[config.mk]
export PLATFORM = sky130hd
export DESIGN_NAME = rf_alu_sequencer_flat
export DESIGN_NICKNAME = d
export VERILOG_FILES = /design/src/rtl/rf_alu_sequencer_if.sv /design/src/rtl/rf_alu_sequencer.sv /design/src/flat_wrapper.sv
export SDC_FILE = /design/constraint.sdc
export NUM_CORES = 1
export LEC_CHECK = 0
export CORE_ASPECT_RATIO = 1.4
export CORE_MARGIN = 2
export CORE_UTILIZATION = 39
export CTS_CLUSTER_DIAMETER = 50
export DETAILED_ROUTE_END_ITERATION = 10
export PLACE_DENSITY = 0.74
export SLEW_MARGIN = 20
export SYNTH_ARGS = -nofsm -noshare
export SYNTH_HDL_FRONTEND = slang
export SYNTH_SLANG_ARGS = --single-unit
[constraint.sdc]
create_clock -name clock -period 2.25 [get_ports clock]
set_input_delay 0.45 -clock clock [delete_from_list [all_inputs] [get_ports clock]]
set_output_delay 0.45 -clock clock [all_outputs]
set_load 0.01 [all_outputs]
[src/rtl/rf_alu_sequencer_if.sv]
// Instruction handshake between the instruction source and the RF_ALU sequencer.
interface rf_alu_sequencer_if;
    logic        instr_valid;
    logic [31:0] instr;
    logic        instr_ready;

    modport master (output instr_valid, output instr, input instr_ready);
    modport slave  (input instr_valid, input instr, output instr_ready);
endinterface

[src/rtl/rf_alu_sequencer.sv]
// Multi-cycle controller: decodes LEGv8 R-type/CBZ and drives RF_ALU through
// read/execute/write-back, reporting retire, branch outcome and illegal opcodes.
module rf_alu_sequencer (
    input  logic                 clock,
    input  logic                 resetn,
    rf_alu_sequencer_if.slave    bus,
    input  logic                 zero,
    output logic [1:0]           ALUOp,
    output logic [10:0]          OpcodeField,
    output logic [4:0]           Read1,
    output logic [4:0]           Read2,
    output logic [4:0]           WriteReg,
    output logic                 RegWrite,
    output logic                 done,
    output logic                 branch_taken,
    output logic                 illegal,
    output logic [15:0]          retire_count
);
    localparam int unsigned OP_W  = 11;
    localparam int unsigned REG_W = 5;
    localparam int unsigned CNT_W = 16;

    localparam logic [OP_W-1:0] OP_ADD = 11'b10001011000;
    localparam logic [OP_W-1:0] OP_SUB = 11'b11001011000;
    localparam logic [OP_W-1:0] OP_AND = 11'b10001010000;
    localparam logic [OP_W-1:0] OP_ORR = 11'b10101010000;
    localparam logic [7:0]      OP_CBZ = 8'b10110100;

    typedef enum logic [1:0] {S_IDLE, S_EXEC, S_WB} state_t;
    typedef enum logic [1:0] {C_RTYPE, C_CBZ, C_ILLEGAL} iclass_t;

    state_t            r_state, w_state_nxt;
    iclass_t           r_class, w_class_nxt;
    logic [1:0]        r_alu_op, w_alu_op_nxt;
    logic [OP_W-1:0]   r_opcode, w_opcode_nxt;
    logic [REG_W-1:0]  r_read1, w_read1_nxt;
    logic [REG_W-1:0]  r_read2, w_read2_nxt;
    logic [REG_W-1:0]  r_write_reg, w_write_reg_nxt;
    logic              r_reg_write, w_reg_write_nxt;
    logic              r_done, w_done_nxt;
    logic              r_branch, w_branch_nxt;
    logic              r_illegal, w_illegal_nxt;
    logic [CNT_W-1:0]  r_retire_count, w_retire_count_nxt;

    logic              w_accept;
    logic              w_is_rtype;
    logic              w_is_cbz;
    logic              w_retire;

    assign bus.instr_ready = (r_state == S_IDLE) && resetn;
    assign w_accept        = bus.instr_valid && bus.instr_ready;

    assign w_is_rtype = (bus.instr[31:21] == OP_ADD) || (bus.instr[31:21] == OP_SUB) ||
                        (bus.instr[31:21] == OP_AND) || (bus.instr[31:21] == OP_ORR);
    assign w_is_cbz   = (bus.instr[31:24] == OP_CBZ);

    // Next-state, field latch and retire bookkeeping
    always_comb begin
        w_state_nxt        = r_state;
        w_class_nxt        = r_class;
        w_alu_op_nxt       = r_alu_op;
        w_opcode_nxt       = r_opcode;
        w_read1_nxt        = r_read1;
        w_read2_nxt        = r_read2;
        w_write_reg_nxt    = r_write_reg;
        w_reg_write_nxt    = 1'b0;
        w_done_nxt         = 1'b0;
        w_branch_nxt       = r_branch;
        w_illegal_nxt      = r_illegal;
        w_retire_count_nxt = r_retire_count;
        w_retire           = 1'b0;

        unique case (r_state)
            S_IDLE: begin
                if (w_accept) begin
                    w_state_nxt = S_EXEC;
                    if (w_is_rtype) begin
                        w_class_nxt     = C_RTYPE;
                        w_alu_op_nxt    = 2'b10;
                        w_opcode_nxt    = bus.instr[31:21];
                        w_read1_nxt     = bus.instr[9:5];
                        w_read2_nxt     = bus.instr[20:16];
                        w_write_reg_nxt = bus.instr[4:0];
                    end else if (w_is_cbz) begin
                        w_class_nxt     = C_CBZ;
                        w_alu_op_nxt    = 2'b01;
                        w_opcode_nxt    = bus.instr[31:21];
                        w_read1_nxt     = REG_W'(0);
                        w_read2_nxt     = bus.instr[4:0];
                        w_write_reg_nxt = REG_W'(0);
                    end else begin
                        w_class_nxt     = C_ILLEGAL;
                        w_alu_op_nxt    = 2'b00;
                        w_opcode_nxt    = OP_W'(0);
                        w_read1_nxt     = REG_W'(0);
                        w_read2_nxt     = REG_W'(0);
                        w_write_reg_nxt = REG_W'(0);
                    end
                end
            end
            S_EXEC: begin
                // XZR destination skips write-back entirely
                if ((r_class == C_RTYPE) && (r_write_reg != REG_W'(31))) begin
                    w_state_nxt     = S_WB;
                    w_reg_write_nxt = 1'b1;
                end else begin
                    w_state_nxt = S_IDLE;
                    w_retire    = 1'b1;
                end
            end
            S_WB: begin
                w_state_nxt = S_IDLE;
                w_retire    = 1'b1;
            end
            default: w_state_nxt = S_IDLE;
        endcase

        if (w_retire) begin
            w_done_nxt         = 1'b1;
            w_retire_count_nxt = r_retire_count + CNT_W'(1);
            w_illegal_nxt      = (r_class == C_ILLEGAL);
            w_branch_nxt       = (r_class == C_CBZ) && zero;
        end
    end

    always_ff @(posedge clock) begin
        if (!resetn) begin
            r_state        <= S_IDLE;
            r_class        <= C_ILLEGAL;
            r_alu_op       <= 2'b00;
            r_opcode       <= OP_W'(0);
            r_read1        <= REG_W'(0);
            r_read2        <= REG_W'(0);
            r_write_reg    <= REG_W'(0);
            r_reg_write    <= 1'b0;
            r_done         <= 1'b0;
            r_branch       <= 1'b0;
            r_illegal      <= 1'b0;
            r_retire_count <= CNT_W'(0);
        end else begin
            r_state        <= w_state_nxt;
            r_class        <= w_class_nxt;
            r_alu_op       <= w_alu_op_nxt;
            r_opcode       <= w_opcode_nxt;
            r_read1        <= w_read1_nxt;
            r_read2        <= w_read2_nxt;
            r_write_reg    <= w_write_reg_nxt;
            r_reg_write    <= w_reg_write_nxt;
            r_done         <= w_done_nxt;
            r_branch       <= w_branch_nxt;
            r_illegal      <= w_illegal_nxt;
            r_retire_count <= w_retire_count_nxt;
        end
    end

    assign ALUOp        = r_alu_op;
    assign OpcodeField  = r_opcode;
    assign Read1        = r_read1;
    assign Read2        = r_read2;
    assign WriteReg     = r_write_reg;
    // Gate with reset so a WB write is dropped on the very edge reset is sampled
    assign RegWrite     = r_reg_write && resetn;
    assign done         = r_done;
    assign branch_taken = r_branch;
    assign illegal      = r_illegal;
    assign retire_count = r_retire_count;
endmodule
[src/flat_wrapper.sv]
// flat-port wrapper written by rule: the top's interface ports become plain ports
module rf_alu_sequencer_flat 
  (clock, resetn, zero, ALUOp, OpcodeField, Read1, Read2, WriteReg, RegWrite, done, branch_taken, illegal, retire_count, bus_instr_valid, bus_instr, bus_instr_ready);
  rf_alu_sequencer_if bus_i ();
  input  logic clock;
  input  logic resetn;
  input  logic zero;
  output logic [1:0] ALUOp;
  output logic [10:0] OpcodeField;
  output logic [4:0] Read1;
  output logic [4:0] Read2;
  output logic [4:0] WriteReg;
  output logic RegWrite;
  output logic done;
  output logic branch_taken;
  output logic illegal;
  output logic [15:0] retire_count;
  input wire logic [$bits(bus_i.instr_valid)-1:0] bus_instr_valid;
  input wire logic [$bits(bus_i.instr)-1:0] bus_instr;
  output wire logic [$bits(bus_i.instr_ready)-1:0] bus_instr_ready;
  assign bus_i.instr_valid = bus_instr_valid;
  assign bus_i.instr = bus_instr;
  assign bus_instr_ready = bus_i.instr_ready;
  rf_alu_sequencer u_core (.clock(clock), .resetn(resetn), .bus(bus_i), .zero(zero), .ALUOp(ALUOp), .OpcodeField(OpcodeField), .Read1(Read1), .Read2(Read2), .WriteReg(WriteReg), .RegWrite(RegWrite), .done(done), .branch_taken(branch_taken), .illegal(illegal), .retire_count(retire_count));
endmodule
==> Word-level counts from Yosys, hierarchy flattened <==
Cells that the tools add are included.
W data, S select, Z words.
{ "op_classes": {"n_reduce_logical": 12, "n_eq_ne": 11, "mux": 17, "n_addsub": 1} }
{ "ops": {"columns": ["cell", "n"], "rows": [
  ["$eq A11 B11 Y1 const B", 4],
  ["$mux W11", 2],
  ["$mux W5", 4],
  ["$add A16 B1 Y16 const B", 1],
  ["$mux W2", 5],
  ["$eq A8 B8 Y1 const B", 1],
  ["$logic_and A1 B1 Y1", 5],
  ["$ne A5 B5 Y1 const B", 1],
  ["$eq A2 B1 Y1 const B", 2],
  ["$eq A2 B2 Y1 const B", 2],
  ["$logic_not A2 Y1", 2],
  ["$mux W1", 4],
  ["$pmux W2 S2", 1],
  ["$reduce_and A2 Y1", 2],
  ["$logic_or A1 B1 Y1", 3],
  ["$ne A2 B1 Y1 const B", 1],
  ["$pmux W1 S2", 1]
]} }
{ "word_totals": {"in_bits": 36, "elab_cells": 53, "output_inout_bits": 49, "reg_bits": 52} }

==> Depth between registers and ports, before layout <==
Gate-level depths: netlist of run 1.
{ "depth": {"word_depth": 5, "depth_mapped": 8} }

==> Worst setup path before layout of run 1 <==
OpenSTA, ideal clock, no wires.
{ "synth_path": {"path_kind": "flip-flop to flip-flop", "startpoint": "register u_core.r_state[0]", "endpoint": "register u_core.r_retire_count[15] (netlist: u_core.retire_count[15])", "path_slack_ps": 411, "t_arrival_ps": 1768, "stages_incl_launch_ff": 8, "cell_sequence": "dfxtp_1 inv_1 ha_1 clkbuf_1 nand3_1 clkbuf_1 or4_1 a21oi_1"} }
{ "synth_via": {"elab_chain_len": 2, "elab_cells_between_ends": 3} }
{ "synth_lines": {"columns": ["element", "line_no", "text"], "rows": [
  ["from (decl)", "rf_alu_sequencer.sv:32", "state_t r_state, w_state_nxt;"],
  ["from (signal assigned)", "rf_alu_sequencer.sv:141", "r_state <= w_state_nxt;"],
  ["$eq A2 B2 Y1 / $eq A2 B1 Y1 (equally long branches)", "rf_alu_sequencer.sv:73", "unique case (r_state)"],
  ["$pmux W1 S2 *", "rf_alu_sequencer.sv:73", null],
  ["to (signal assigned)", "rf_alu_sequencer.sv:152", "r_retire_count <= w_retire_count_nxt;"],
  ["to (decl)", "rf_alu_sequencer.sv:43", "logic [CNT_W-1:0] r_retire_count, w_retire_count_nxt;"]
]} }
Every way passes the cells marked *; elsewhere a longest branch is shown, timed or not.
A chain may end at the register's enable or synchronous reset.

==> Final worst setup path of run 1 <==
{ "layout_path": {"startpoint": "input port resetn", "endpoint": "output port RegWrite"} }
{ "layout_via": {"elab_chain_len": 1} }
{ "layout_lines": {"columns": ["element", "line_no", "text"], "rows": [
  ["from (decl)", "flat_wrapper.sv:6", "input logic resetn;"],
  ["$logic_and A1 B1 Y1", "rf_alu_sequencer.sv:162", "assign RegWrite = r_reg_write && resetn;"],
  ["to (decl)", "flat_wrapper.sv:13", "output logic RegWrite;"]
]} }
Every way passes these cells.

==> impl_results.md, run 1 <==
- FP Rows: 32
- First-pass DRT Iterations: 4
- Post-synthesis net count: approximately 290
- Synth Flop Type: dfxtp_1
- Synth-to-layout area growth: 46.8%
- Synth Area in Adders: about 2.8%
- Vias: 2125
- Synth area leader: dfxtp_1
- Maximum vdd drop: approximately 0.4 mV
- Met3 usage: between 5 and 6%
- Final min period: roughly 2200 ps
- Clk buf depth: 2
- Synth cell types: 40
- Final period util: approximately 96%
- M1 GR Usage: approximately 21%
- Crit path launch type: primary input
- Hold_buf cts: 0
- PortBufs: 78
- Placement Setup Slack: -30.9 ps
- Syn avg cell area: between 9 and 10 um2
- Top Ports: 85
- GRT overflow: 0
- RSZ-0062 raised after global routing: false
- Seq/Total Area, Yosys: between 40 and 50%
- Yosys warning count: 0
- Die height: 93.5 um
- Worst-path clk slew: ~100 ps
- Dpl hpwl: about 4 mm
- CTS Root Cell: clkbuf_8
- PwrDens: 569 mW/mm2
- DRC: 0
- Setup TNS: 0 ps
- Flops & latches, synth: 51
- Nets: approximately 370
- Clock skew: 7.59 ps
- GRT Total Usage: a little under a fifth
- Largest net degree at the start of global routing: 31
- Setup WS post-layout: 95.9 ps
- Synth top area share: between 40 and 50%
- Initial core utilization: between 40% and 50%
- Routed length per instance: 14.0 um
- R2R Setup Slk: about 200 ps
- Die Wd: 67.9 um
- Vias in the first global route: between 2000 and 2500
- Post-synth EDFFs: 0
- Core area: 0.00553 mm2
- Fraction of registers with async set/reset: 0%
- GRT met2 Usage: 33.1%
- Setup bufs post-CTS: 0
- Post-Syn Area: 0.00223 mm2
- Synth cell count leaders: dfxtp_1 (51), a21oi_1 (31), nor2_1 (21)
- Max Clock Freq: about 460 MHz
- Mux contribution to synthesized area: approximately 1.9%
- Slew Viols, Final: 0
- Filler cell count: between 400 and 500
- Post-CTS Resized: 0
- Crit-path max FO: 5
- # clock sinks: a little over 50
- DRT antenna net count: 0
- Count leader, synth: dfxtp_1
- Wirelength, routed: between 5 and 6 mm
- Wire length of the first global-routing pass: just over 9 mm
- Fin. Hold Viols: 0
- Outcome: finished clean
- Largest family of logic cells by synthesized area: simple AND/OR/NAND/NOR gates
- Setup violations, final: 0
- TritonCTS clock tree: built
- Synth Area in XOR/XNOR: 0%
- Num CTS Buffers: 5
- Compound-Gate Fraction of Synth Area: just over 20%
- Fraction of layout cells with a size suffix above 1: 8.62%
- Worst-Skew Late Latency: between 300 and 400 ps
- Worst EP required: 1800 ps
- Worst setup path category: in -> out
- CP endpoint kind: output port
- Synth top area cells: dfxtp_1 (46%), a21oi_1 (7.0%), a22oi_1 (5.7%)
- Gr busiest metal: met2
- Least-Margin Pin Slew: 426 ps
- Max cap viols: 0
- GPL Wtd Cong: 0.731
- CTS H-tree depth: 2
- CP arrival: about 1700 ps
- Initial antenna violation count: 0
- Initial DRC Count: ~120
- DIE AREA: approximately 0.0063 mm2
- Vias per cell: roughly 5.4
- P_leak: 1.11 nW
- Worst min-delay path class: reg -> reg
- Slew headroom: 71.5%
- Post-Syn Instances: approximately 250
- Antenna cells: 0
- Synth Area in Simple Gates: approximately 24%
## final timing paths
| path | startpoint | endpoint | cells after the start |
|---|---|---|---|
| setup / recovery | resetn | RegWrite | 3 |
| hold / removal | u_core.Read2[0]$_SDFFE_PN0P_ | u_core.Read2[0]$_SDFFE_PN0P_ | 2 |
| setup reg to reg | u_core.r_state[0]$_SDFFE_PN0P_ | u_core.retire_count[15]$_SDFFE_PN0P_ | 5 |
| hold reg to reg | u_core.Read2[0]$_SDFFE_PN0P_ | u_core.Read2[0]$_SDFFE_PN0P_ | 2 |
## logic make-up (layout without fill, tap and decap cells)
family | count (synthesis) | after routing
AO/OA/AOI/OAI | 71 | 71
adder cells (fa/ha/maj) | 5 | 5
buffers and inverters | 24 | 102
flip-flops | 51 | 51
multiplexers | 4 | 4
AND/OR/NAND/NOR | 92 | 92
## final cells by class
type                    instances  area, um2  area share (%)
flip-flops and latches         51       1020            31.2
clock buffers                   5       68.8            2.10
multi-input cells             172       1100            33.5
inverters                       5       18.8           0.573
well taps                      68       85.1            2.60
clock inverters                 3       71.3            2.18
repair buffers                 89        913            27.9
## flip-flops by register name, summed over array words and instances, names as in the netlist
name and cells:
u_core.retire_count 16, u_core.OpcodeField 11, u_core.Read1 5, u_core.Read2 5
u_core.WriteReg 5, u_core.ALUOp 2, u_core.r_state 2, u_core.branch_taken 1
u_core.done 1, u_core.illegal 1, u_core.r_class 1, u_core.r_reg_write 1
## stage by stage
stage / area, um2 / util [%] / power, mW / hold slack [ps] / std cells
after detailed placement: 3140 / 56.7 / 1.11 / 449 / 385
after floorplan: 2230 / - / 1.01 / 476 / 247
after global placement: 3140 / 56.7 / 1.11 / 437 / 385
after global routing: 3280 / 59.3 / 1.93 / 475 / 393
final: 3280 / 59.3 / 1.86 / 460 / 393
after CTS: 3280 / 59.3 / 1.88 / 463 / 393
## placed cells by master, fill, tap and decap left out, types with 3 or more instances in the layout
cell	synthesis	layout
clkdlybuf4s50_1	0	78
dfxtp_1	51	51
a21oi_1	31	31
nor2_1	21	21
nand2_1	17	17
a22oi_1	17	17
o31ai_1	11	11
or4_1	11	11
nand3_1	7	7
buf_4	1	7
inv_1	5	5
and4_1	5	5
nand4_1	5	5
o21ai_0	5	5
ha_1	5	5
clkbuf_8	0	5
and3_1	4	4
buf_12	0	4
nand2b_1	3	3
mux2i_1	3	3
nor3_1	3	3
## power by group
| group | switching (mW) | internal (mW) | total (mW) |
|---|---|---|---|
| Combinational | 0.0860 | 0.0923 | 0.178 |
| Sequential | 0.00500 | 0.908 | 0.913 |
| Clock | 0.320 | 0.451 | 0.772 |
| Total | 0.411 | 1.45 | 1.86 |
## layer usage
layer / vias up / routed length (um) / part of all wire (%)
met3: 5 / 362 / 6.6
li1: 1067 / - / -
met5: - / 0 / 0
met2: 58 / 2780 / 51
met4: 0 / 35 / 0.64
met1: 995 / 2320 / 42
## worst max-delay path, cell delays in order
cell and delay, ps:
clkdlybuf4s50_1 560, and2_1 170, clkdlybuf4s50_1 530
Note: power is estimated with default switching activity, not from simulation.
==> run 2, diff against run 1 <==
- CTS_CLUSTER_SIZE: unset -> 12
- GPL_TIMING_DRIVEN: unset -> 0
==> run 2 against run 1 <==
Setup slack better by 100 ps; sequential share of layout area is 0.81 points higher; critical path depth is 5 higher.
==> impl_results.md, run 2 (synthesized netlist as in run 1, its figures left out) <==
- Worst-path clk slew: 90 ps (about the same)
- Core area: 0.00553 mm2 (unchanged)
- DRC: 0 (unchanged)
- Final min period: 2050 ps (-103 ps)
- Routed length per instance: 14.8 um (+5.6%)
- CP arrival: 2290 ps (+590 ps)
- Clock power share: 32.4% (-9.0 points)
- DIE AREA: 0.00635 mm2 (unchanged)
- Worst min-delay path class: reg -> reg
- Commonest non-fill, non-tap cell in the layout: clkdlybuf4s50_1
- GRT overflow: 0 (unchanged)
- Initial core utilization: 40.4% (unchanged)
- Placement Setup Slack: -315 ps (-284 ps)
- Critical Path Start: u_core.r_state[1]$_SDFFE_PN0P_
- Worst Path Buf+Inv: 3 (+1)
- Commonest non-fill, non-tap cells in the layout: clkdlybuf4s50_1 (77), dfxtp_1 (51), a21oi_1 (31)
- Vias per cell: 5.45 (+0.84%)
- Vias in the first global route: 2042 (+0.25%)
- Final period util: 91.1% (-4.6 points)
- CP most frequent cell: buf_2
- Setup WS post-layout: 199 ps (+103 ps)
- Crit path launch type: flop
- Worst setup path category: reg -> reg
- PwrDens: 503 mW/mm2 (-12%)
- Antenna cells: 0 (unchanged)
- R2R Setup Slk: 200 ps (about the same)
- Int Power: 1.21 mW (-17%)
- Initial antenna violation count: 0 (unchanged)
- Wirelength, routed: 5.94 mm (+8.0%)
- Largest net degree at the start of global routing: 16 (-48%)
- Setup TNS: 0 ps (unchanged)
- Max Clock Freq: 488 MHz (+5.0%)
- Hold-critical path depth: 2 (unchanged)
- Crit-path max FO: 10 (+5)
- CTS H-tree depth: 2 (unchanged)
- Maximum vdd drop: 0.304 mV (-26%)
- Num CTS Buffers: 5 (unchanged)
- Crit-path slowest cell: dfxtp_1
- Fin. Hold Viols: 0 (unchanged)
- Die height: 93.5 um (unchanged)
- Fraction of layout cells with a size suffix above 1: 7.49% (-1.1 points)
- GRT Total Usage: 19.4% (+0.68 points)
- DRT antenna net count: 0 (unchanged)
- Setup violations, final: 0 (unchanged)
- Least-Margin Pin Slew: 621 ps (+195 ps)
- CP endpoint kind: flop
- Initial DRC Count: 79 (-34%)
- Top Ports: 85 (unchanged)
- Hold_sp: u_core.Read2[0]$_SDFFE_PN0P_
- P_leak: 1.07 nW (-3.5%)
- TritonCTS clock tree: built
- Clk buf depth: 2 (unchanged)
- RSZ-0062 raised after global routing: false
- Crit path cell chain: inv_1 -> ha_1 -> and3_1 -> a221oi_2 -> buf_2 -> buf_2 -> o21ai_0 -> a21oi_1
- First-pass DRT Iterations: 4 (unchanged)
- Comb pwr share: 10.7% (+1.1 points)
- Slew headroom: 58.6% (-13 points)
- Worst path max stage delay: 340 ps (-220 ps)
- Worst-Skew Late Latency: 310 ps (about the same)
- Max reg flops: 16 (unchanged)
- PortBufs: 78 (unchanged)
- Slew Viols, Final: 0 (unchanged)
- P_sw: 0.399 mW (-2.9%)
- GPL Wtd Cong: 0.762 (+4.2%)
- FP Rows: 32 (unchanged)
- Reg-to-reg critical path endpoint: u_core.retire_count[2]$_SDFFE_PN0P_
- Delay-heaviest family, CP: buffers and inverters
- Nets: 374 (+2.5%)
- Reg2Reg Depth: 8 (+3)
- Vias: 2192 (+3.2%)
- Max cap viols: 0 (unchanged)
- Synth-to-layout area growth: 43.1%
- Worst EP required: 2490 ps (+690 ps)
- Dpl hpwl: 4.37 mm (+9.6%)
- Outcome: finished clean
- Clock skew: 9.77 ps (+2.19 ps)
- Sw Ratio: 24.9% (+2.8 points)
- Worst min-delay path endpoint: u_core.Read2[0]$_SDFFE_PN0P_
- Worst R2R Start: u_core.r_state[1]$_SDFFE_PN0P_
- Flop pwr share: 56.9% (+7.9 points)
- Wire length of the first global-routing pass: 9.47 mm (+1.9%)
- Die Wd: 67.9 um (unchanged)
- CTS Root Cell: clkbuf_8
- # clock sinks: 51 (unchanged)
run 2: cell count changes in the layout (fill, tap and decap cells not counted), moves of 2 or more:
cell / delta
clkbuf_1: +11
buf_12: -4
buf_4: -4
buf_2: +3
buf_6: +2
bufinv_16: -2
run 2: power by group through the flow:
stage,clock (mW),sequential (mW),combinational (mW)
6_report,0.520,0.913,0.172
5_1_grt,0.567,0.914,0.187
4_1_cts,0.532,0.913,0.172
3_5_place_dp,0,0.933,0.172
3_3_place_gp,0,0.933,0.170
2_1_floorplan,0,0.934,0.0762
run 2: worst min-delay path, cell delays in order (launching register included):
cell and delay (ps):
dfxtp_1 320, nand2_1 50, a21oi_1 50
run 2: area by class of cell:
| class | count | area (um2) |
|---|---|---|
| Fill cell | 531 | 2330 |
| Inverter | 5 | 18.8 |
| Clock inverter | 2 | 12.5 |
| Tap cell | 68 | 85.1 |
| Multi-Input combinational cell | 172 | 1100 |
| Timing Repair Buffer | 80 | 795 |
| Buffer | 18 | 91.3 |
| Clock buffer | 6 | 72.6 |
| Sequential cell | 51 | 1020 |
run 2: repair_timing:
action | 4_1_cts | 5_1_grt
setup endpoints to repair | 2 | 7
hold buffers | 0 | 0
gates resized for setup | 1 | 2
buffers inserted | 0 | 2
pin swaps | 0 | 1
run 2: per-stage QoR:
| stage | total power [mW] | instances | hold WS [ps] | utilization (%) | cell area, um2 |
|---|---|---|---|---|---|
| global placement | 1.10 | 393 | 437 | 56.0 | 3100 |
| finish | 1.61 | 402 | 458 | 57.8 | 3190 |
| detailed placement | 1.11 | 393 | 448 | 56.0 | 3100 |
| CTS | 1.62 | 401 | 461 | 57.6 | 3180 |
| floorplan | 1.01 | 247 | 476 | - | 2230 |
| global route | 1.67 | 402 | 493 | 57.8 | 3190 |
run 2: how the worst max path moves through the flow:
stage	end	slack (ps)	cells past startpoint
2_1_floorplan	u_core.retire_count[15]$_SDFFE_PN0P_	410	7
3_3_place_gp	u_core.OpcodeField[2]$_SDFFE_PN0P_	-310	6
3_5_place_dp	u_core.OpcodeField[1]$_SDFFE_PN0P_	-320	6
4_1_cts	u_core.retire_count[8]$_SDFFE_PN0P_	100	7
5_1_grt	u_core.retire_count[5]$_SDFFE_PN0P_	30	8
6_report	u_core.retire_count[2]$_SDFFE_PN0P_	200	8
run 2: layer usage:
metal / track usage (%) / up-vias / part of all wire [%]
met5: 0 / - / 0
met4: 6.00 / 0 / 1.6
met3: 6.26 / 9 / 7.0
met2: 33.3 / 63 / 50
met1: 22.1 / 1034 / 41
li1: - / 1086 / -
